===== src/rtl/pulse_voice.sv =====
`default_nettype none
// ============================================================================
// Module      : pulse_voice
// Description : Pulse-wave tone generator for one pulse channel. A 32-bit
//               phase accumulator advances by i_phase_delta on every sample
//               strobe. The wave is high while phase[31:24] <= top[7:1], and
//               the duty value (top) only changes at waveform-cycle
//               boundaries. The wave is scaled by the envelope into a signed
//               10-bit sample.
// Revision    : 1.0 - initial release
// ----------------------------------------------------------------------------
// Build option: PULSE_VOICE_SLEW_EN
//   defined   - the amplitude ramps toward its target by SLEW_STEP per
//               strobe, and a rest waits for the fade-out before returning
//               to IDLE.
//   undefined - the amplitude follows the target at once, and SLEW_STEP has
//               no effect.
// ----------------------------------------------------------------------------
// Ports:
//   i_clk          clock
//   i_rst          synchronous active-high reset, highest priority
//   i_sample_stb   single-cycle sample-rate strobe (min. 2 cycles apart)
//   i_phase_delta  phase increment per sample, 0 = rest
//   i_top          duty control value
//   i_top_valid    captures i_top into the pending duty register
//   i_envelope     unsigned target amplitude
//   o_sample       signed two's-complement sample (valid with o_sample_valid)
//   o_sample_valid one-cycle pulse, one edge after the strobe's update edge
//   o_wrap         one-cycle pulse at the start of each waveform cycle
//   o_active       high while the voice is in RUN
// ============================================================================
module pulse_voice #(
  parameter int unsigned SLEW_STEP = 1,
  parameter logic [7:0]  RESET_TOP = 8'hff
) (
  input  logic        i_clk,
  input  logic        i_rst,
  input  logic        i_sample_stb,
  input  logic [31:0] i_phase_delta,
  input  logic [7:0]  i_top,
  input  logic        i_top_valid,
  input  logic [8:0]  i_envelope,
  output logic [9:0]  o_sample,
  output logic        o_sample_valid,
  output logic        o_wrap,
  output logic        o_active
);

  typedef enum logic [0:0] {
    ST_IDLE = 1'b0,
    ST_RUN  = 1'b1
  } state_t;

  // --------------------------------------------------------------------------
  // Registered state
  // --------------------------------------------------------------------------
  state_t      r_state;
  logic [31:0] r_phase;
  logic [7:0]  r_pending_top;
  logic [7:0]  r_active_top;
  logic [8:0]  r_amp;
  logic        r_sample_due;   // a strobe was applied last edge; sample next

  // --------------------------------------------------------------------------
  // Combinational next-state values
  // --------------------------------------------------------------------------
  state_t      w_state_nxt;
  logic [31:0] w_phase_nxt;
  logic [7:0]  w_active_nxt;
  logic [8:0]  w_amp_nxt;
  logic        w_wrap_nxt;
  logic        w_delta_nz;
  logic [8:0]  w_target;
  logic [32:0] w_phase_sum;
  logic [7:0]  w_load_top;
  logic [8:0]  w_amp_slew;     // amplitude after this strobe's update
  logic        w_high;
  logic [9:0]  w_amp_ext;
  logic [9:0]  w_sample_nxt;

  // A step outside 1..511 is meaningless for a 9-bit amplitude; such a
  // build shows up as this scope in the elaborated hierarchy.
  if ((SLEW_STEP < 1) || (SLEW_STEP > 511)) begin : g_slew_step_out_of_range
  end

  // --------------------------------------------------------------------------
  // Shared terms
  // --------------------------------------------------------------------------
  always_comb begin
    w_delta_nz  = |i_phase_delta;
    // A nonzero delta either keeps RUN or enters it on this strobe, so the
    // envelope is the target in both cases; a rest always targets silence.
    w_target    = w_delta_nz ? i_envelope : 9'd0;
    w_phase_sum = {1'b0, r_phase} + {1'b0, i_phase_delta};
    // A top written in the same cycle as a load takes effect immediately.
    w_load_top  = i_top_valid ? i_top : r_pending_top;
  end

  // --------------------------------------------------------------------------
  // Amplitude update
  // --------------------------------------------------------------------------
`ifdef PULSE_VOICE_SLEW_EN
  localparam logic [9:0] c_slew_step = 10'(SLEW_STEP);

  logic [9:0] w_up_sum;
  logic [9:0] w_down_gap;

  always_comb begin
    w_up_sum   = {1'b0, r_amp} + c_slew_step;
    w_down_gap = {1'b0, r_amp} - {1'b0, w_target};
    w_amp_slew = r_amp;
    if (r_amp < w_target) begin
      // Rising: clamp at the target so the ramp never overshoots.
      if (w_up_sum >= {1'b0, w_target}) begin
        w_amp_slew = w_target;
      end else begin
        w_amp_slew = w_up_sum[8:0];
      end
    end else if (r_amp > w_target) begin
      // Falling: the gap test keeps the subtraction from wrapping below 0.
      if (w_down_gap <= c_slew_step) begin
        w_amp_slew = w_target;
      end else begin
        w_amp_slew = r_amp - c_slew_step[8:0];
      end
    end
  end
`else
  always_comb begin
    w_amp_slew = w_target;
  end
`endif

  // --------------------------------------------------------------------------
  // FSM next-state and datapath next values
  // --------------------------------------------------------------------------
  always_comb begin
    w_state_nxt  = r_state;
    w_phase_nxt  = r_phase;
    w_active_nxt = r_active_top;
    w_amp_nxt    = r_amp;
    w_wrap_nxt   = 1'b0;

    if (i_sample_stb) begin
      w_amp_nxt = w_amp_slew;
      case (r_state)
        ST_IDLE: begin
          if (w_delta_nz) begin
            // Phase is 0 in IDLE, so the first step lands on delta itself.
            w_state_nxt  = ST_RUN;
            w_phase_nxt  = i_phase_delta;
            w_active_nxt = w_load_top;
            w_wrap_nxt   = 1'b1;
          end else begin
            w_phase_nxt = 32'd0;
          end
        end
        ST_RUN: begin
          if (w_delta_nz) begin
            w_phase_nxt = w_phase_sum[31:0];
            if (w_phase_sum[32]) begin
              w_active_nxt = w_load_top;
              w_wrap_nxt   = 1'b1;
            end
          end else if (w_amp_slew == 9'd0) begin
            // Rest and fully faded: restart the waveform from phase 0.
            w_state_nxt = ST_IDLE;
            w_phase_nxt = 32'd0;
          end
          // Rest while still fading: phase holds, amplitude keeps falling.
        end
        default: begin
          w_state_nxt = ST_IDLE;
          w_phase_nxt = 32'd0;
        end
      endcase
    end
  end

  // --------------------------------------------------------------------------
  // Output sample, computed from the values committed at the strobe edge
  // --------------------------------------------------------------------------
  always_comb begin
    w_high       = (r_phase[31:24] <= {1'b0, r_active_top[7:1]});
    w_amp_ext    = {1'b0, r_amp};
    w_sample_nxt = 10'd0;
    if (r_state == ST_RUN) begin
      w_sample_nxt = w_high ? w_amp_ext : (10'd0 - w_amp_ext);
    end
  end

  // --------------------------------------------------------------------------
  // State register
  // --------------------------------------------------------------------------
  always_ff @(posedge i_clk) begin
    if (i_rst) begin
      r_state <= ST_IDLE;
    end else begin
      r_state <= w_state_nxt;
    end
  end

  // --------------------------------------------------------------------------
  // Datapath registers
  // --------------------------------------------------------------------------
  always_ff @(posedge i_clk) begin
    if (i_rst) begin
      r_phase        <= 32'd0;
      r_pending_top  <= RESET_TOP;
      r_active_top   <= RESET_TOP;
      r_amp          <= 9'd0;
      r_sample_due   <= 1'b0;
      o_sample       <= 10'd0;
      o_sample_valid <= 1'b0;
      o_wrap         <= 1'b0;
    end else begin
      r_phase      <= w_phase_nxt;
      r_active_top <= w_active_nxt;
      r_amp        <= w_amp_nxt;
      r_sample_due <= i_sample_stb;
      o_wrap       <= w_wrap_nxt;
      if (i_top_valid) begin
        r_pending_top <= i_top;
      end
      o_sample_valid <= r_sample_due;
      if (r_sample_due) begin
        o_sample <= w_sample_nxt;
      end
    end
  end

  assign o_active = (r_state == ST_RUN);

endmodule
`default_nettype wire


===== config.mk =====
export PLATFORM = sky130hd
export DESIGN_NAME = pulse_voice
export DESIGN_NICKNAME = d
export VERILOG_FILES = /design/src/rtl/pulse_voice.sv
export SDC_FILE = /design/constraint.sdc
export NUM_CORES = 1
export LEC_CHECK = 0
export CAP_MARGIN = 20
export CORE_ASPECT_RATIO = 1.1
export CORE_MARGIN = 3
export CORE_UTILIZATION = 30
export CTS_CLUSTER_DIAMETER = 120
export DETAILED_ROUTE_END_ITERATION = 8
export HOLD_SLACK_MARGIN = 0.1
export PLACE_DENSITY = 0.55
export SLEW_MARGIN = 20
export SYNTH_ARGS = -nofsm -noshare
export SYNTH_HDL_FRONTEND = slang
export SYNTH_SLANG_ARGS = --single-unit

===== constraint.sdc =====
create_clock -name i_clk -period 3.7 [get_ports i_clk]
set_input_delay 0.74 -clock i_clk [delete_from_list [all_inputs] [get_ports i_clk]]
set_output_delay 0.74 -clock i_clk [all_outputs]
set_load 0.02 [all_outputs]

Word level (Yosys, flattened, before mapping)

Index checks and enable logic that the tools add are counted.

Reduce and logical (&&, ||, !) cells: 5
Multiplexer cells: 19
Magnitude comparators: 1
$add $sub $neg: 2
Equality and inequality tests: 4
Bitwise operators: 2

Operators by type and width:

| cell                   | number |
|---|---|
| $mux W32               | 3 |
| $pmux W32 S2           | 1 |
| $add A32 B32 Y33       | 1 |
| $mux W8                | 4 |
| $reduce_or A32 Y1      | 1 |
| $mux W10               | 2 |
| $pmux W8 S2            | 1 |
| $sub A1 B9 Y10 const A | 1 |
| $logic_not A9 Y1       | 1 |
| $mux W9                | 1 |
| $le A8 B7 Y1           | 1 |
| $mux W1                | 5 |
| $ne A2 B1 Y1 const B   | 2 |
| $pmux W1 S2            | 2 |
| $reduce_and A4 Y1      | 1 |
| $ne A3 B1 Y1 const B   | 1 |
| $ne A2 B2 Y1 const B   | 1 |
| $not A1 Y1             | 2 |
| $reduce_and A2 Y1      | 1 |
| $reduce_or A2 Y1       | 1 |

Logic and storage cells: 42
Input port bits: 53
Output and inout port bits: 13
Bits in registers: 71

Longest topological paths before layout

Gate-level depths: netlist of the first run.

Word-level depth: 6
Depth in mapped cells: 12
Mapped depth without buffers: 11

Worst setup path after synthesis of the first run

OpenSTA, ideal clock, no wires.

Path type: input to register
Start: input i_phase_delta[0]
End: register r_active_top[6]
Path buffers: 1
Path slack: 0.528 ns
Arrival time: 3.050 ns
Setup time: 0.122 ns
Data required time: 3.578 ns
Stages: 12
Cell sequence: ha_1 inv_1 fa_1 nand2b_1 a211oi_2 o41ai_2 a41o_1 a211oi_2 o21ai_1 and3_1 buf_6 o32a_1

Word-level cells in the longest chain between the ends: 3
Elaborated cells between the ends (all ways): 6
Those cells by class: add/sub (1); eq/ne (3); reduce/logical (2)

Ends and longest elaborated chain:

| item                                                          | RTL line | text |
|---|---|---|
| start: declaration                                            | 39       | `input logic [31:0] i_phase_delta,` |
| $add A32 B32 Y33 or $reduce_or A32 Y1 (tied branches)         | 94, 90   |  |
| $ne A2 B1 Y1 (no source line) or $ne A2 B2 Y1 (tied branches) | --       |  |
| $reduce_and A4 Y1 (no source line) (*)                        | --       |  |
| end signal: assignment                                        | 218      | `r_active_top <= w_active_nxt;` |
| end: declaration                                              | 60       | `logic [7:0] r_active_top;` |

Mark *: on every way between the ends. The rest lies on a longest branch, timed or not.
A chain may end at the register's enable or synchronous reset.

Worst setup path after layout of the first run

Start: input i_phase_delta[0]
End: register r_active_top[1]

Same word-level chain as after synthesis.

==> Implementation_results.wiki, run 1 <==
{| class="wikitable"
! Metric !! Value
|-
| Hold-fix buffer count after cts || 0
|-
| Transition at the pin with the smallest max-transition slack || 531 ps
|-
| Data arrival at the endpoint of the critical path || 3770 ps
|-
| Final total negative setup slack || 0 ps
|-
| Final worst setup slack || 151 ps
|-
| TritonCTS Buffers || 9
|-
| Kind of capture point of the worst setup path || flip-flop
|-
| Max-cap violations || 0
|-
| Number of setup violations in the final report || 0
|-
| Maximum vdd drop || 0.189 mV
|-
| Share of final-layout standard cells stronger than drive strength 1 || 0.133
|-
| Synth Net Count || 721
|-
| Warnings from Yosys || 0
|-
| Starting utilization of the core area || 0.312
|-
| Net count, final || 819
|-
| Setup skew after layout || 5.58 ps
|-
| Cell at the root of the clock tree || sky130_fd_sc_hd__clkbuf_16
|-
| Area growth from synthesis to layout || 30.9%
|-
| Status || complete, no violations
|-
| Fillcell total || 1647
|-
| Global router's overall resource usage || 0.172
|-
| Count of antenna-violating nets left after detailed routing || 0
|-
| Peak Freq || 0.282 GHz
|-
| Via count || 5039
|-
| Required time at the endpoint of the critical path || 3920 ps
|-
| Global-route wire length before repair || approximately 25000 um
|-
| Ant. Diodes || 0
|-
| Static leakage power || 0.00278 uW
|-
| Reg2Reg Setup Slack || 700 ps
|-
| Reg2Reg Capture Point || r_active_top[1]
|-
| Synthesized flop and latch total || 69
|-
| Final estimated routing congestion in global placement || 0.868
|-
| Clock Tree Buf Depth || 2
|-
| Avg Inst Size Synth || just under 8 um^2
|-
| Cell Area, Synth || 0.00498 mm^2
|-
| Final critical path time including I/O delays and setup || 3550 ps
|-
| Count of buffers inserted at the top-level ports || 64
|-
| Post-CTS clock slew at the launch and capture registers of the worst setup and hold paths || 60 ps
|-
| Commonest register cell after synthesis || sky130_fd_sc_hd__dfxtp_1
|-
| Share of the yosys chip area belonging to registers || 0.277
|-
| Via count of the first global-routing pass || approximately 5.2k
|-
| Initial antenna violation count || 0
|-
| Crit path max fanout || 8
|-
| Hold Path Cell Cnt || 2
|-
| Placeable core region || about 0.016 mm^2
|-
| Async S/R FF share, synth || 0
|-
| Largest net degree at the start of global routing || 49
|-
| Per-cell via count in the routed design || 5.42
|-
| Number of placement rows || 48
|-
| Launch point of the critical path || i_phase_delta[0]
|-
| Number of distinct standard cells referenced by the synthesized netlist || 68
|-
| HPWL reported at the end of detailed placement || 11400 um
|-
| Height of the die || 141 um
|-
| Routed WL per cell || 16.7 um
|-
| Total Die Area || 0.0182 mm^2
|-
| Floorplan die width || 129 um
|-
| Total power density per cell area || 384 mW/mm^2
|-
| Worst Hold End || r_phase[9]
|-
| Min-Delay Path Class || reg2reg
|-
| Count of final max-slew check failures || 0
|-
| Number of synthesized flops with an enable pin || 0
|-
| Cell count of the worst reg-to-reg path || 11
|-
| Congestion Overflow GR || 0
|-
| Kind of critical path || in2reg
|-
| Final Hold Violating Endpoints || 0
|-
| IO Pins || 66
|-
| Placement Setup Slack || -204 ps
|-
| Tcrit/Tclk final || 0.959
|-
| CTS tree || done
|-
| Initial DRC count || 292
|-
| Insertion delay of the later-clocked pin in the worst-skew pair || between 300 and 400 ps
|-
| Detailed-routing iteration count for the pre-antenna-repair pass || 5
|-
| Startpoint of the most critical register-to-register path || r_phase[0]
|-
| Worst Min Path Start || r_phase[9]
|-
| Total detailed-routing wirelength || 15500 um
|-
| Max-Slew Margin vs Limit || 0.637
|-
| Number of H-tree levels || 3
|-
| Mapped Cells || ~630
|-
| Count of unresolved DRC violations after routing || 0
|-
| Clock sink total || 69
|-
| Startpoint type of the worst setup path || input pin
|}
[cell usage in the layout, fill, tap and decap left out, types with 3 or more instances in the layout]
master and n:
sky130_fd_sc_hd__and2_1 6, sky130_fd_sc_hd__and3_1 3, sky130_fd_sc_hd__a21oi_1 67, sky130_fd_sc_hd__nor2b_1 24, sky130_fd_sc_hd__ha_1 40, sky130_fd_sc_hd__xnor2_1 13
sky130_fd_sc_hd__xor2_1 15, sky130_fd_sc_hd__nand2_1 53, sky130_fd_sc_hd__o31ai_1 3, sky130_fd_sc_hd__mux2_2 3, sky130_fd_sc_hd__o32a_1 7, sky130_fd_sc_hd__nand3_1 20
sky130_fd_sc_hd__nor3_1 13, sky130_fd_sc_hd__a21o_1 14, sky130_fd_sc_hd__o2bb2ai_1 3, sky130_fd_sc_hd__nor4_1 10, sky130_fd_sc_hd__o21ai_0 29, sky130_fd_sc_hd__a32oi_1 7
sky130_fd_sc_hd__dfxtp_1 69, sky130_fd_sc_hd__nor2_1 49, sky130_fd_sc_hd__inv_1 23, sky130_fd_sc_hd__nand4_1 12, sky130_fd_sc_hd__o21a_1 5, sky130_fd_sc_hd__clkbuf_16 9
sky130_fd_sc_hd__o211ai_1 4, sky130_fd_sc_hd__a211oi_1 6, sky130_fd_sc_hd__mux2i_1 15, sky130_fd_sc_hd__o21ai_1 7, sky130_fd_sc_hd__a22o_1 3, sky130_fd_sc_hd__o21bai_1 4
sky130_fd_sc_hd__clkdlybuf4s50_1 64, sky130_fd_sc_hd__buf_4 60, sky130_fd_sc_hd__a31oi_1 7, sky130_fd_sc_hd__a211o_1 12, sky130_fd_sc_hd__or2_2 4
[cell usage after synthesis (10+ instances only)]
master	n	area share
sky130_fd_sc_hd__clkbuf_1	28	0.021
sky130_fd_sc_hd__nor2b_1	24	0.030
sky130_fd_sc_hd__a211o_1	12	0.021
sky130_fd_sc_hd__mux2i_1	15	0.030
sky130_fd_sc_hd__nand3_1	20	0.020
sky130_fd_sc_hd__nor3_1	13	0.013
sky130_fd_sc_hd__nand2_1	53	0.040
sky130_fd_sc_hd__a21o_1	14	0.021
sky130_fd_sc_hd__xor2_1	15	0.026
sky130_fd_sc_hd__inv_1	23	0.017
sky130_fd_sc_hd__ha_1	40	0.10
sky130_fd_sc_hd__o21ai_0	29	0.029
sky130_fd_sc_hd__dfxtp_1	69	0.28
sky130_fd_sc_hd__nor4_1	10	0.013
sky130_fd_sc_hd__xnor2_1	13	0.023
sky130_fd_sc_hd__nor2_1	49	0.037
sky130_fd_sc_hd__nand4_1	12	0.015
sky130_fd_sc_hd__a21oi_1	67	0.067
[routing by layer]
metal / wire [um] / vias up / global-route usage
met4: 245 / 0 / 0.0486
met5: 0 / - / 0
li1: - / 2501 / -
met3: 781 / 22 / 0.0341
met1: 7080 / 2377 / 0.220
met2: 7410 / 139 / 0.293
[final cells by class]
cell class | count | area (um^2) | area share
Tap cell | 200 | 250 | 0.0384
Timing Repair Buffer | 124 | 1090 | 0.167
Inverter | 23 | 86.3 | 0.0132
Sequential cell | 69 | 1380 | 0.212
Clock inverter | 5 | 83.8 | 0.0129
Multi-Input combinational cell | 498 | 3380 | 0.519
Clock buffer | 11 | 243 | 0.0373
[timing repair]
item | in CTS | in global routing
setup buffers | 0 | 1
gates resized for setup | 0 | 6
endpoints found under the hold margin | 0 | 0
endpoints found under the setup margin | 0 | 9
[how the worst max path moves through the flow]
stage                      endpoint  slack, ps  cells after the start
CTS                 r_active_top[1]        100                     12
finish              r_active_top[1]        150                     12
global route        r_active_top[1]         -4                     12
floorplan           r_active_top[6]        530                     12
detailed placement  r_active_top[3]       -200                     12
global placement    r_active_top[6]       -130                     12
[power breakdown]
group / switching, uW / internal, uW
Combinational: 380 / 338
Clock: 346 / 610
Sequential: 36.0 / 793
Total: 762 / 1740
[cells by family after synthesis]
| kind of cell | after synthesis | synth area share |
|---|---|---|
| AND/OR/NAND/NOR | 207 | 0.205 |
| flip-flops | 69 | 0.277 |
| XOR/XNOR | 28 | 0.0492 |
| buffers and inverters | 60 | 0.0492 |
| multiplexers | 19 | 0.0399 |
| AO/OA/AOI/OAI | 203 | 0.275 |
| adder cells (fa/ha/maj) | 41 | 0.105 |
[critical path, stage by stage]
cell and delay, ps:
sky130_fd_sc_hd__clkdlybuf4s50_1 490, sky130_fd_sc_hd__ha_1 180, sky130_fd_sc_hd__inv_1 50, sky130_fd_sc_hd__fa_1 400, sky130_fd_sc_hd__nand2b_2 240, sky130_fd_sc_hd__a211oi_4 310, sky130_fd_sc_hd__o41ai_4 140, sky130_fd_sc_hd__a41o_1 290
sky130_fd_sc_hd__a211oi_2 280, sky130_fd_sc_hd__o21ai_1 90, sky130_fd_sc_hd__and3_4 230, sky130_fd_sc_hd__o32a_1 340
[metrics by stage]
stage	power (uW)	cell area, um^2	hold WS [ps]	util	std cells
3_5_place_dp	1550	6150	442	0.385	913
6_report	2500	6520	452	0.408	930
3_3_place_gp	1540	6150	442	0.385	913
5_1_grt	2640	6520	475	0.408	930
2_1_floorplan	1290	4980	426	-	627
4_1_cts	2520	6480	452	0.406	929
[sequential cells by signal (all words and copies together), names as in the netlist]
register / flops
r_sample_due: 1
o_sample_valid: 1
r_active_top: 7
o_sample: 10
o_active: 1
r_amp: 9
o_wrap: 1
r_pending_top: 7
r_phase: 32
No activity file was read; power rests on OpenSTA's default activity.
==> run 2: changes to the inputs <==
CORE_MARGIN = 2   (was 3)
DONT_BUFFER_PORTS = 1   (was default)
PLACE_DENSITY = 0.5   (was 0.55)
==> run 2 against run 1 <==
Against the previous run:
- sequential power about the same
- global-route usage down 0.65 points
- first-iteration DRC count down 26%
- final cell count down 12%
- via count down 9.5%
- count of clock-buffer cells in the layout down 2
- clock power up 2%
- register-to-register slack worse by 40 ps
- clock skew up 2.8 ps
==> Implementation_results.wiki, run 2 (synthesis results as in run 1) <==
{| class="wikitable"
! Metric !! Value
|-
| Kind of critical path || in2reg (unchanged)
|-
| Max-cap violations || 0 (unchanged)
|-
| Initial antenna violation count || 0 (unchanged)
|-
| Unrepaired setup endpoints after global routing || false
|-
| Total power density per cell area || 432 mW/mm^2 (was 384 mW/mm^2)
|-
| Starting utilization of the core area || 0.305 (was 0.312)
|-
| Count of buffers inserted at the top-level ports || 0 (was 64)
|-
| Delay of the slowest cell on the worst path || 390 ps (was 490 ps)
|-
| Cell at the root of the clock tree || sky130_fd_sc_hd__clkbuf_16 (unchanged)
|-
| Met2 global-route usage || 0.278 (was 0.293)
|-
| Number of flip-flops in the largest register || 32 (unchanged)
|-
| Number of placement rows || 49 (was 48)
|-
| Area growth from synthesis to layout || 9.47% (was 30.9%)
|-
| Congestion Overflow GR || 0 (unchanged)
|-
| Peak Freq || 0.323 GHz (was 0.282 GHz)
|-
| Reg with most FFs || r_phase (unchanged)
|-
| Routed WL per cell || 17.4 um (was 16.7 um)
|-
| Kind of capture point of the worst setup path || flip-flop (unchanged)
|-
| Count of placed standard cells in the final layout, fillers left out || 816 (was 930)
|-
| Floorplan die width || 127 um (was 129 um)
|-
| Worst Hold End || r_phase[9] (unchanged)
|-
| Count of final max-slew check failures || 0 (unchanged)
|-
| Placeable core region || 0.0163 mm^2 (was 0.0160 mm^2)
|-
| Largest net degree at the start of global routing || 50 (was 49)
|-
| Hold Path Cell Cnt || 2 (unchanged)
|-
| Tcrit/Tclk final || 0.836 (was 0.959)
|-
| HPWL reported at the end of detailed placement || 10500 um (was 11400 um)
|-
| Number of placed instances, taps included || 800 (was 913)
|-
| Clock Tree Buf Depth || 2 (unchanged)
|-
| Number of setup violations in the final report || 0 (unchanged)
|-
| Hold-fix buffer count after cts || 0 (unchanged)
|-
| Share of final-layout standard cells stronger than drive strength 1 || 0.0686 (was 0.133)
|-
| Global router's overall resource usage || 0.166 (was 0.172)
|-
| Leading cell types in the layout, fill and taps excluded || sky130_fd_sc_hd__dfxtp_1, sky130_fd_sc_hd__a21oi_1, sky130_fd_sc_hd__nand2_1 (was sky130_fd_sc_hd__dfxtp_1, sky130_fd_sc_hd__a21oi_1, sky130_fd_sc_hd__clkdlybuf4s50_1)
|-
| Net count, final || 701 (was 819)
|-
| Count of antenna-violating nets left after detailed routing || 0 (unchanged)
|-
| Worst Min Path Start || r_phase[9] (unchanged)
|-
| Startpoint type of the worst setup path || input pin (unchanged)
|-
| Number of H-tree levels || 3 (unchanged)
|-
| Reg2Reg Capture Point || r_active_top[4] (was r_active_top[1])
|-
| Initial DRC count || 215 (was 292)
|-
| Total Die Area || 0.0176 mm^2 (was 0.0182 mm^2)
|-
| Crit path max fanout || 8 (unchanged)
|-
| Via count || 4560 (was 5039)
|-
| Final critical path time including I/O delays and setup || 3090 ps (was 3550 ps)
|-
| TritonCTS Buffers || 9 (unchanged)
|-
| Final total negative setup slack || 0 ps (unchanged)
|-
| Ant. Diodes || 0 (unchanged)
|-
| Final Hold Violating Endpoints || 0 (unchanged)
|-
| Min-Delay Path Class || reg2reg (unchanged)
|-
| Cell seen most often among critical-path stages || sky130_fd_sc_hd__a211oi_2
|-
| CTS tree || done (unchanged)
|-
| Ordered list of cells on the worst path || ha_1 > inv_1 > fa_1 > nand2b_1 > a211oi_2 > o41ai_2 > a41o_1 > a211oi_2 > o21ai_1 > and3_1 > o32a_1 (was clkdlybuf4s50_1 > ha_1 > inv_1 > fa_1 > nand2b_2 > a211oi_4 > o41ai_4 > a41o_1 > a211oi_2 > o21ai_1 > and3_4 > o32a_1)
|-
| Global-route track usage on met1 || 0.197 (was 0.220)
|-
| IO Pins || 66 (unchanged)
|-
| Final estimated routing congestion in global placement || 0.896 (was 0.868)
|-
| Maximum vdd drop || 0.207 mV (was 0.189 mV)
|-
| Data arrival at the endpoint of the critical path || 3320 ps (was 3770 ps)
|-
| Post-CTS clock slew at the launch and capture registers of the worst setup and hold paths || 60 ps (about the same)
|-
| Per-cell via count in the routed design || 5.59 (was 5.42)
|-
| Detailed-routing iteration count for the pre-antenna-repair pass || 5 (unchanged)
|-
| Global-route wire length before repair || 23200 um (was 25400 um)
|-
| Via count of the first global-routing pass || 4529 (was 5159)
|-
| Transition at the pin with the smallest max-transition slack || 749 ps (was 531 ps)
|-
| Max-Slew Margin vs Limit || 0.500 (was 0.637)
|-
| Leading registers by flop count || r_phase (32), o_sample (10), r_amp (9) (unchanged)
|-
| Required time at the endpoint of the critical path || 3930 ps (was 3920 ps)
|-
| Total detailed-routing wirelength || 14200 um (was 15500 um)
|-
| Gr busiest metal || met2 (unchanged)
|-
| Most common library cell in the layout ignoring fill and taps || sky130_fd_sc_hd__dfxtp_1 (unchanged)
|-
| Height of the die || 139 um (was 141 um)
|-
| Met3 GRT Util || 0.0552 (was 0.0341)
|-
| Cell count of the worst reg-to-reg path || 11 (unchanged)
|-
| Count of buffers added by post-CTS timing repair for setup || 0 (unchanged)
|-
| Clock sink total || 69 (unchanged)
|-
| Startpoint of the most critical register-to-register path || r_phase[0] (unchanged)
|-
| Static leakage power || 0.00228 uW (was 0.00278 uW)
|-
| Count of unresolved DRC violations after routing || 0 (unchanged)
|-
| Insertion delay of the later-clocked pin in the worst-skew pair || 350 ps (was 340 ps)
|-
| Post_cts resized || 0 (unchanged)
|-
| Status || complete, no violations (unchanged)
|-
| Reg2Reg Setup Slack || 660 ps (was 700 ps)
|-
| Setup skew after layout || 8.35 ps (was 5.58 ps)
|-
| Crit path max-delay cell type || sky130_fd_sc_hd__fa_1 (was sky130_fd_sc_hd__clkdlybuf4s50_1)
|}
==> run 2: critical path, delay by kind of cell <==
| kind | cells | cell delay (ps) |
|---|---|---|
| compound gates | 6 | 1420 |
| fa+ha+maj | 2 | 560 |
| buf+inv | 1 | 70 |
| simple gates | 2 | 510 |
==> run 2: worst max-delay path by stage <==
stage               slack [ps]         endpoint              from  cells past startpoint
finish                     610  r_active_top[4]  i_phase_delta[0]                     11
global placement           300  r_active_top[5]  i_phase_delta[0]                     11
CTS                        600  r_active_top[4]  i_phase_delta[0]                     11
floorplan                  530  r_active_top[6]  i_phase_delta[0]                     12
detailed placement         240  r_active_top[4]  i_phase_delta[0]                     11
global route               420  r_active_top[4]        r_phase[0]                     11
==> run 2: per-layer routing <==
metal,vias up,share of wire
met4,0,0.016
met2,105,0.48
met5,-,0
met3,15,0.066
met1,2160,0.44
li1,2280,-
==> run 2: layout make-up <==
cell class	count	area, um^2
Clock buffer	9	225
Clock inverter	7	104
Fill cell	1734	10900
Inverter	23	86.3
Multi-Input combinational cell	498	3350
Sequential cell	69	1380
Tap cell	204	255
Timing Repair Buffer	6	45.0
==> run 2: per-stage QoR <==
stage	power, uW	utilization	hold slack (ps)	instance area, um^2	setup slack (ps)
2_1_floorplan	1290	-	426	4980	528
3_3_place_gp	1380	0.314	438	5120	297
3_5_place_dp	1390	0.314	441	5120	240
4_1_cts	2390	0.334	440	5450	604
5_1_grt	2490	0.334	442	5450	423
6_report	2360	0.334	451	5450	606
==> run 2: report_power, final <==
part | internal [uW] | switching, uW
Combinational | 234 | 314
Sequential | 793 | 39.0
Clock | 601 | 375
==> run 3: changes to the inputs <==
clock period = 3 ns   (was 3.7 ns; I/O delays follow)
==> run 3 against run 2 <==
Against the previous run:
- clock skew down 2.7 ps
- core utilization grew 1.6 points
- sequential share of layout area shrank 1.2 points
- critical path type is now reg2reg
- largest cell class unchanged
- largest power group unchanged
==> Implementation_results.wiki, run 3 (synthesis results as in run 1) <==
{| class="wikitable"
! Metric !! Value
|-
| Post-CTS clock slew at the launch and capture registers of the worst setup and hold paths || 60 ps (about the same)
|-
| Data arrival at the endpoint of the critical path || 3050 ps (was 3320 ps)
|-
| Total detailed-routing wirelength || 14500 um (was 14200 um)
|-
| Most common library cell in the layout ignoring fill and taps || sky130_fd_sc_hd__dfxtp_1 (unchanged)
|-
| Crit path max-delay cell type || sky130_fd_sc_hd__fa_2 (was sky130_fd_sc_hd__fa_1)
|-
| Count of antenna-violating nets left after detailed routing || 0 (unchanged)
|-
| Kind of capture point of the worst setup path || flip-flop (unchanged)
|-
| Insertion delay of the later-clocked pin in the worst-skew pair || 340 ps (was 350 ps)
|-
| Sum of internal, switching and leakage power || 2930 uW (was 2360 uW)
|-
| Number of placement rows || 49 (unchanged)
|-
| Initial antenna violation count || 0 (unchanged)
|-
| Startpoint of the most critical register-to-register path || r_phase[0] (unchanged)
|-
| Status || complete, no violations (unchanged)
|-
| Count of final max-slew check failures || 0 (unchanged)
|-
| Leading cell types in the layout, fill and taps excluded || sky130_fd_sc_hd__dfxtp_1, sky130_fd_sc_hd__a21oi_1, sky130_fd_sc_hd__nand2_1 (unchanged)
|-
| Setup skew after layout || 5.65 ps (was 8.35 ps)
|-
| Net count, final || 730 (was 701)
|-
| Crit path max fanout || 8 (unchanged)
|-
| Final estimated routing congestion in global placement || 0.865 (was 0.896)
|-
| HPWL reported at the end of detailed placement || 10900 um (was 10500 um)
|-
| Peak Freq || 0.354 GHz
|-
| Number of H-tree levels || 3 (unchanged)
|-
| Cell area reported after detailed placement || 0.00536 mm^2 (was 0.00512 mm^2)
|-
| Unrepaired setup endpoints after global routing || false (unchanged)
|-
| Hold-fix buffer count after cts || 0 (unchanged)
|-
| Total Die Area || 0.0176 mm^2 (unchanged)
|-
| Delay of the slowest cell on the worst path || 360 ps (was 390 ps)
|-
| Placement Setup Slack || -234 ps (was 240 ps)
|-
| Global-route wire length before repair || 23700 um (was 23200 um)
|-
| Max-cap violations || 0 (unchanged)
|-
| Final Hold Violating Endpoints || 0 (unchanged)
|-
| Clock sink total || 69 (unchanged)
|-
| Per-cell via count in the routed design || 5.44 (was 5.59)
|-
| Reg with most FFs || r_phase (unchanged)
|-
| CTS tree || done (unchanged)
|-
| Worst slack on hold paths || 318 ps (was 451 ps)
|-
| Static leakage power || 0.00242 uW (was 0.00228 uW)
|-
| Ant. Diodes || 0 (unchanged)
|-
| Height of the die || 139 um (unchanged)
|-
| Floorplan die width || 127 um (unchanged)
|-
| TritonCTS Buffers || 9 (unchanged)
|-
| Kind of critical path || reg2reg (was in2reg)
|-
| Number of setup violations in the final report || 0 (unchanged)
|-
| Transition at the pin with the smallest max-transition slack || 640 ps (was 749 ps)
|-
| Reg2Reg Capture Point || r_active_top[7] (was r_active_top[4])
|-
| Total power density per cell area || 514 mW/mm^2 (was 432 mW/mm^2)
|-
| Placeable core region || 0.0163 mm^2 (unchanged)
|-
| Detailed-routing iteration count for the pre-antenna-repair pass || 4 (was 5)
|-
| Share of final-layout standard cells stronger than drive strength 1 || 0.115 (was 0.0686)
|-
| Clock Tree Buf Depth || 2 (unchanged)
|-
| Routed WL per cell || 17.2 um (was 17.4 um)
|-
| Ordered list of cells on the worst path || ha_2 > inv_1 > fa_2 > nand2b_4 > a211oi_4 > o41ai_4 > a41o_1 > a211oi_2 > o21ai_1 > and3_4 > o32a_1 (was ha_1 > inv_1 > fa_1 > nand2b_1 > a211oi_2 > o41ai_2 > a41o_1 > a211oi_2 > o21ai_1 > and3_1 > o32a_1)
|-
| Final worst setup slack || 178 ps (was 606 ps)
|-
| Cell area after layout || 0.00571 mm^2 (was 0.00545 mm^2)
|-
| Via count of the first global-routing pass || 4515 (was 4529)
|-
| Congestion Overflow GR || 0 (unchanged)
|-
| Worst Hold End || r_amp[4] (was r_phase[9])
|-
| Final critical path time including I/O delays and setup || 2820 ps
|-
| Tcrit/Tclk final || 0.941
|-
| Max-Slew Margin vs Limit || 0.573 (was 0.500)
|-
| Count of buffers inserted at the top-level ports || 0 (unchanged)
|-
| Hold Path Cell Cnt || 1 (was 2)
|-
| Cell at the root of the clock tree || sky130_fd_sc_hd__clkbuf_16 (unchanged)
|-
| Via count || 4594 (was 4560)
|-
| Cell count of the worst reg-to-reg path || 11 (unchanged)
|-
| Count of unresolved DRC violations after routing || 0 (unchanged)
|-
| Worst Min Path Start || i_rst (was r_phase[9])
|-
| Leading registers by flop count || r_phase (32), o_sample (10), r_amp (9) (unchanged)
|-
| Starting utilization of the core area || 0.305 (unchanged)
|-
| Largest net degree at the start of global routing || 50 (unchanged)
|-
| Number of flip-flops in the largest register || 32 (unchanged)
|-
| Maximum vdd drop || 0.266 mV (was 0.207 mV)
|-
| Area growth from synthesis to layout || 14.7% (was 9.47%)
|-
| Required time at the endpoint of the critical path || 3230 ps (was 3930 ps)
|-
| Initial DRC count || 187 (was 215)
|-
| Reg2Reg Setup Slack || 180 ps (was 660 ps)
|-
| Fillcell total || 1684 (was 1734)
|-
| Startpoint type of the worst setup path || flip-flop (was input pin)
|-
| IO Pins || 66 (unchanged)
|-
| Global router's overall resource usage || 0.168 (was 0.166)
|-
| Min-Delay Path Class || in2reg (was reg2reg)
|}
run 3: worst max-delay path by stage:
stage / startpoint / end / slack (ps) / cells after the start
2_1_floorplan: i_phase_delta[0] / r_active_top[6] / 30 / 12
3_3_place_gp: i_phase_delta[0] / r_active_top[3] / -150 / 11
3_5_place_dp: i_phase_delta[0] / r_active_top[7] / -230 / 11
4_1_cts: r_phase[0] / r_active_top[7] / 20 / 11
5_1_grt: r_phase[0] / r_active_top[7] / 20 / 11
6_report: r_phase[0] / r_active_top[7] / 180 / 11
run 3: per-stage QoR:
stage	setup TNS [ps]	instances	util
2_1_floorplan	0	627	-
3_3_place_gp	-1070	829	0.329
3_5_place_dp	-1700	829	0.329
4_1_cts	0	845	0.349
5_1_grt	0	845	0.350
6_report	0	845	0.350
run 3: what timing repair did:
action | in CTS | in global routing
setup buffers | 0 | 0
resized for setup | 0 | 6
setup endpoints to repair | 0 | 9
run 3: power by group:
| group | switching (uW) | internal [uW] |
|---|---|---|
| sequential | 56.5 | 978 |
| combinational | 394 | 332 |
| clock | 436 | 737 |
run 3: layout make-up:
type	count	area [um^2]	area share
Inverter	23	86.3	0.0151
Sequential cell	69	1380	0.242
Clock buffer	10	229	0.0401
Multi-Input combinational cell	498	3390	0.593
Clock inverter	6	95.1	0.0166
Timing Repair Buffer	35	275	0.0482
Tap cell	204	255	0.0447
run 3: worst max-delay path, delay by kind of cell (launching register included):
family          cells  cell delay, ps
fa+ha+maj           2             540
flops               1             330
simple gates        2             380
compound gates      6            1400
buf+inv             1              50
run 3: metal layers:
layer	share of wire	wire length (um)	GRT usage	vias up
li1	-	-	-	2325
met1	0.45	6510	0.211	2152
met2	0.47	6850	0.278	97
met3	0.055	799	0.0440	20
met4	0.024	351	0.0636	0
met5	0	0	0	-
==> RTL change 1, RTL diff (settings of run 3) <==
Build with the macro `PULSE_VOICE_SLEW_EN` defined.
--- a/src/rtl/pulse_voice.sv
+++ b/src/rtl/pulse_voice.sv
@@ -30,4 +30,6 @@
 //   o_active       high while the voice is in RUN
 // ============================================================================
+`define PULSE_VOICE_SLEW_EN
+
 module pulse_voice #(
   parameter int unsigned SLEW_STEP = 1,
Behaviour: not the same (a bounded check fails within 4 cycles, from zero or initial values and one cycle with i_rst high).
==> RTL change 1 against run 3 <==
- the flow now finishes with violations (setup timing)
- total power is 35% higher
- setup slack got worse by 1.7 ns
- wire length grew 41%
- cell count rose by 44%
- final area is 53% higher
- synthesized area up 28%
- via count increased by 36%
- global-route usage is 1.5 points higher
- non-clock buffer count up 129
- sequential cell count is the same
- combinational power grew to 2.6 times the old value
- critical endpoint is now r_phase[12]$_SDFFE_PP0P_
- largest cell class unchanged
- largest power group is now combinational logic
==> RTL change 1: results (changes against run 3) <==
critical path's top delay family=simple AND/OR/NAND/NOR gates (was compound AO/OA/AOI/OAI gates); Metal-1 WL=9280 um (was 6510 um); Max Clock Skew=0.00907 ns (was 0.00565 ns); vias in the first global route=6215 (was 4515); Lkg Pwr=3.77 nW (was 2.42 nW); Final setup viols=47 (was 0); Post-DP Area=8030 um^2 (was 5360 um^2); sequential share of the synthesized area=0.217 (was 0.277); layout cells sized above 1=0.316 (was 0.115); multiplexer area fraction after synthesis=0.108 (was 0.0399); relative slew slack=0.472 (was 0.573); Worst Setup Slack, final=-1.57 ns (was 0.178 ns); setup TNS=-56.65 ns (was 0 ns); status=complete, but fails checks (was finished clean); WP data arrival=4.83 ns (was 3.05 ns); post-layout min period=4.57 ns (was 2.82 ns); failing checks=setup timing; dpl ws=-2.07 ns (was -0.234 ns); vias per inst=5.14 (was 5.44); reg2reg end=r_phase[12]$_SDFFE_PP0P_ (was r_active_top[7]$_SDFFE_PP1P_); Compound-Gate Fraction of Synth Area=0.226 (was 0.275); FF-to-FF setup slack=-1.11 ns (was 0.18 ns); pin count of the biggest net entering global routing=69 (was 50); Post-Synthesis Cells=785 (was 627); adder-cell area share of the yosys netlist=0.122 (was 0.105); Tot GR Track Use=0.183 (was 0.168); placed cells=1180 (was 829); Register-to-Register Path Depth=16 (was 11); HPWL Detailed=15700 um (was 10900 um); routed vias=6230 (was 4594); xor and xnor fraction of the mapped netlist area=0.0744 (was 0.0492); M2 GR Usage=0.303 (was 0.278); met1 Use GR=0.231 (was 0.211); PwrDens=451 nW/um^2 (was 514 nW/um^2); CP Launch Point=i_phase_delta[25] (was r_phase[0]$_SDFFE_PP0P_); Peak VDD IR=203 uV (was 266 uV); Area contributors post-synth=dfxtp_1 22%, ha_1 12%, mux2i_1 7.1% (was dfxtp_1 28%, ha_1 10%, a21oi_1 6.7%); routed length per instance=16.8 um (was 17.2 um); Post-CTS Setup Repair Bufs=9 (was 0); Largest stage delay, worst path=0.59 ns (was 0.36 ns); Worst Hold Path EP=o_wrap$_SDFF_PP0_ (was r_amp[4]$_SDFFE_PP0P_); syn nets=899 (was 721); met3 wire len=1080 um (was 799 um); GR Util met3=0.0431 (was 0.0440); Commonest cells post-synth=75 x nand2_1, 69 x dfxtp_1, 59 x ha_1, 48 x a21oi_1, 45 x mux2i_1 (was 69 x dfxtp_1, 67 x a21oi_1, 53 x nand2_1, 49 x nor2_1, 40 x ha_1); cts repair resizes=20 (was 0)
[RTL change 1: cell count changes in the layout (fill, tap and decap cells not counted), sizes merged, moves of 12 or more]
cell    change
mux2       +17
mux2i      +30
o21ai      +13
nand2      +23
nand2b     +38
xnor2      +19
nor2b      -13
a21oi      -18
ha         +19
buf       +127
nor2       -12
[RTL change 1: worst register-to-register path, stage by stage, from the launching register on]
cell      delay [ns]
dfxtp_1         0.31
buf_4           0.14
inv_1           0.14
ha_4            0.17
fa_2            0.23
nand2b_4        0.16
a21oi_4         0.06
or3_1           0.39
a311o_2         0.42
xnor2_4         0.30
nand3_2         0.19
mux2i_1         0.29
o211ai_1        0.16
or4_4           0.59
nand2_8         0.13
buf_12          0.13
mux2i_2         0.21
[RTL change 1: cell type report]
cell class	instances	area, um^2
clock inverter	3	20.0
fill	2098	11900
clock buffer	13	260
timing repair buffer	164	1310
sequential	69	1390
inverter	25	93.8
tap	285	357
multi-input combinational	654	5350
==> RTL change 2, RTL diff (settings of run 3) <==
Made on the original files. Add an input register stage for `i_sample_stb`, `i_phase_delta`, `i_top`, `i_top_valid` and `i_envelope`, without a reset; this delays them by one clock. Comments in the files are not updated.
--- a/src/rtl/pulse_voice.sv
+++ b/src/rtl/pulse_voice.sv
@@ -52,4 +52,18 @@
   } state_t;
 
+  logic i_sample_stb_q;
+  logic [31:0] i_phase_delta_q;
+  logic [7:0] i_top_q;
+  logic i_top_valid_q;
+  logic [8:0] i_envelope_q;
+
+  always_ff @(posedge i_clk) begin
+    i_sample_stb_q  <= i_sample_stb;
+    i_phase_delta_q <= i_phase_delta;
+    i_top_q         <= i_top;
+    i_top_valid_q   <= i_top_valid;
+    i_envelope_q    <= i_envelope;
+  end
+
   // --------------------------------------------------------------------------
   // Registered state
@@ -88,11 +102,11 @@
   // --------------------------------------------------------------------------
   always_comb begin
-    w_delta_nz  = |i_phase_delta;
+    w_delta_nz  = |i_phase_delta_q;
     // A nonzero delta either keeps RUN or enters it on this strobe, so the
     // envelope is the target in both cases; a rest always targets silence.
-    w_target    = w_delta_nz ? i_envelope : 9'd0;
-    w_phase_sum = {1'b0, r_phase} + {1'b0, i_phase_delta};
+    w_target    = w_delta_nz ? i_envelope_q : 9'd0;
+    w_phase_sum = {1'b0, r_phase} + {1'b0, i_phase_delta_q};
     // A top written in the same cycle as a load takes effect immediately.
-    w_load_top  = i_top_valid ? i_top : r_pending_top;
+    w_load_top  = i_top_valid_q ? i_top_q : r_pending_top;
   end
 
@@ -142,5 +156,5 @@
     w_wrap_nxt   = 1'b0;
 
-    if (i_sample_stb) begin
+    if (i_sample_stb_q) begin
       w_amp_nxt = w_amp_slew;
       case (r_state)
@@ -149,5 +163,5 @@
             // Phase is 0 in IDLE, so the first step lands on delta itself.
             w_state_nxt  = ST_RUN;
-            w_phase_nxt  = i_phase_delta;
+            w_phase_nxt  = i_phase_delta_q;
             w_active_nxt = w_load_top;
             w_wrap_nxt   = 1'b1;
@@ -218,8 +232,8 @@
       r_active_top <= w_active_nxt;
       r_amp        <= w_amp_nxt;
-      r_sample_due <= i_sample_stb;
+      r_sample_due <= i_sample_stb_q;
       o_wrap       <= w_wrap_nxt;
-      if (i_top_valid) begin
-        r_pending_top <= i_top;
+      if (i_top_valid_q) begin
+        r_pending_top <= i_top_q;
       end
       o_sample_valid <= r_sample_due;
Behaviour: not the same (Yosys sat finds a counterexample within 4 cycles, from zero or initial values and one cycle with i_rst high).
==> RTL change 2 against run 3 <==
- wire length rose by 4.9%
- die area is 19% higher
- setup slack improved by 0.039 ns
- final area increased by 20%
- sequential power up 73%
- hold slack got worse by 0.13 ns
- synthesized area grew 20%
- sequential cell count rose by 50
- total power is 58% higher
- largest cell class unchanged
==> RTL change 2: results (changes against run 3) <==
HPWL Detailed=11100 um (was 10900 um); Max Clock Skew=0.00805 ns (was 0.00565 ns); layout cells sized above 1=0.112 (was 0.115); Area contributors post-synth=dfxtp_1 40%, ha_1 8.4%, a21oi_1 5.9% (was dfxtp_1 28%, ha_1 10%, a21oi_1 6.7%); Commonest cells post-synth=119 x dfxtp_1, 70 x a21oi_1, 52 x nand2_1, 40 x ha_1, 37 x nor2_1 (was 69 x dfxtp_1, 67 x a21oi_1, 53 x nand2_1, 49 x nor2_1, 40 x ha_1); cts repair resizes=0 (unchanged); sequential share of the synthesized area=0.399 (was 0.277); pin count of the biggest net entering global routing=53 (was 50); Hold Crit Class=input port to register (unchanged); CTS Buffer Depth=2 (unchanged); slowest CP cell=fa_1 (was fa_2); relative slew slack=0.471 (was 0.573); Pre-antenna DRT Iters=5 (was 4); Async SR Flop Fraction=0 (unchanged); # H-tree levels=4 (was 3); first-pass GRT wire length=25200 um (was 23700 um); GP Congestion=0.867 (was 0.865); Tot GR Track Use=0.148 (was 0.168); routed vias=4859 (was 4594); initial antenna violation count=0 (unchanged); syn nets=756 (was 721); Post-Synthesis Cells=662 (was 627); CTS Root Cell=clkbuf_16 (unchanged); Clock Pin Slew Worst Setup and Hold Paths=0.06 ns (about the same); setup TNS=0 ns (unchanged); Crit Path Max Fanout=5 (was 8); worst skew pair latency=0.43 ns (was 0.34 ns); Initial DRC Count=278 (was 187); placed cells=897 (was 829); antenna cells=0 (unchanged); total wire length=15200 um (was 14500 um); Synth Flop Type=dfxtp_1 (unchanged); status=finished clean (unchanged); Yosys cell types=75 (was 68); Syn. warnings=0 (unchanged); routed length per instance=16.4 um (was 17.2 um); Lkg Pwr=2.85 nW (was 2.42 nW); Post-CTS Setup Repair Bufs=0 (unchanged); CTS buffer count=17 (was 9); final hold violation count=0 (unchanged); Port-buffer cells=0 (unchanged); Top Registers=i_phase_delta_q x32, r_phase x32, o_sample x10 (was r_phase x32, o_sample x10, r_amp x9); Peak VDD IR=405 uV (was 266 uV); Largest stage delay, worst path=0.40 ns (was 0.36 ns)
RTL change 2: changes by cell type after synthesis, moves of 8 or more:
| cell | before | now |
|---|---|---|
| nor2_1 | 49 | 37 |
| dfxtp_1 | 69 | 119 |
| clkbuf_1 | 28 | 19 |
| a22oi_1 | 1 | 9 |
| nand2b_1 | 3 | 11 |
| nor2b_1 | 24 | 13 |
RTL change 2: final timing paths:
check	from	endpoint	slack, ns	cells past startpoint
worst max-delay path	i_phase_delta_q[0]$_DFF_P_	r_phase[26]$_SDFFE_PP0P_	0.22	11
worst min-delay path	i_phase_delta[24]	i_phase_delta_q[24]$_DFF_P_	0.19	0
worst max register to register	i_phase_delta_q[0]$_DFF_P_	r_phase[26]$_SDFFE_PP0P_	0.22	11
worst min register to register	r_amp[5]$_SDFFE_PP0P_	r_amp[5]$_SDFFE_PP0P_	0.46	2
RTL change 2: where the power goes:
part           leakage (nW)  switching [mW]  internal, mW
clock network         0.295           0.816          1.33
logic                  1.57           0.413         0.314
registers             0.991          0.0920          1.68
RTL change 2: final cells by class:
| class | count | area, um^2 |
|---|---|---|
| Clock buffer | 17 | 425 |
| Multi-Input combinational cell | 488 | 3360 |
| Clock inverter | 15 | 193 |
| Tap cell | 252 | 315 |
| Sequential cell | 119 | 2380 |
| Timing Repair Buffer | 10 | 75.1 |
| Inverter | 28 | 105 |
| Fill cell | 2014 | 12800 |
RTL change 2: worst max-delay path: cells and delay by family, from the launching register on:
kind,cells,cell delay [ns]
AO/OA/AOI/OAI,6,1.27
AND/OR/NAND/NOR,2,0.40
flip-flops,1,0.37
buffers and inverters,1,0.05
adder cells (fa/ha/maj),2,0.59
RTL change 2: cell families (layout without fill, tap and decap cells):
family,Yosys count,after routing,share of synthesized area
xor gates and xnor gates,31,31,0.0455
and+or+nand+nor,200,200,0.175
AOI/OAI and AO/OA,198,198,0.219
muxes,18,18,0.0367
DFF,119,119,0.399
adders and majority gates,41,41,0.0873
buffers and inverters,55,70,0.0365
RTL change 2: metrics by stage:
step	total power [mW]	instance area, um^2	hold WS [ns]	worst slack (ns)	utilization
floorplan	2.38	5960	0.429	0.609	-
global route	4.88	6860	0.173	0.0611	0.349
detailed placement	2.53	6240	0.449	0.274	0.317
CTS	4.69	6860	0.177	0.259	0.349
global placement	2.51	6240	0.443	0.331	0.317
finish	4.65	6860	0.193	0.217	0.349
RTL change 2: layer usage:
layer | vias up | track usage | routed length, um
met1 | 2311 | 0.196 | 7370
li1 | 2420 | - | -
met3 | 27 | 0.0321 | 466
met2 | 101 | 0.233 | 7020
met5 | - | 0 | 0
met4 | 0 | 0.0641 | 363
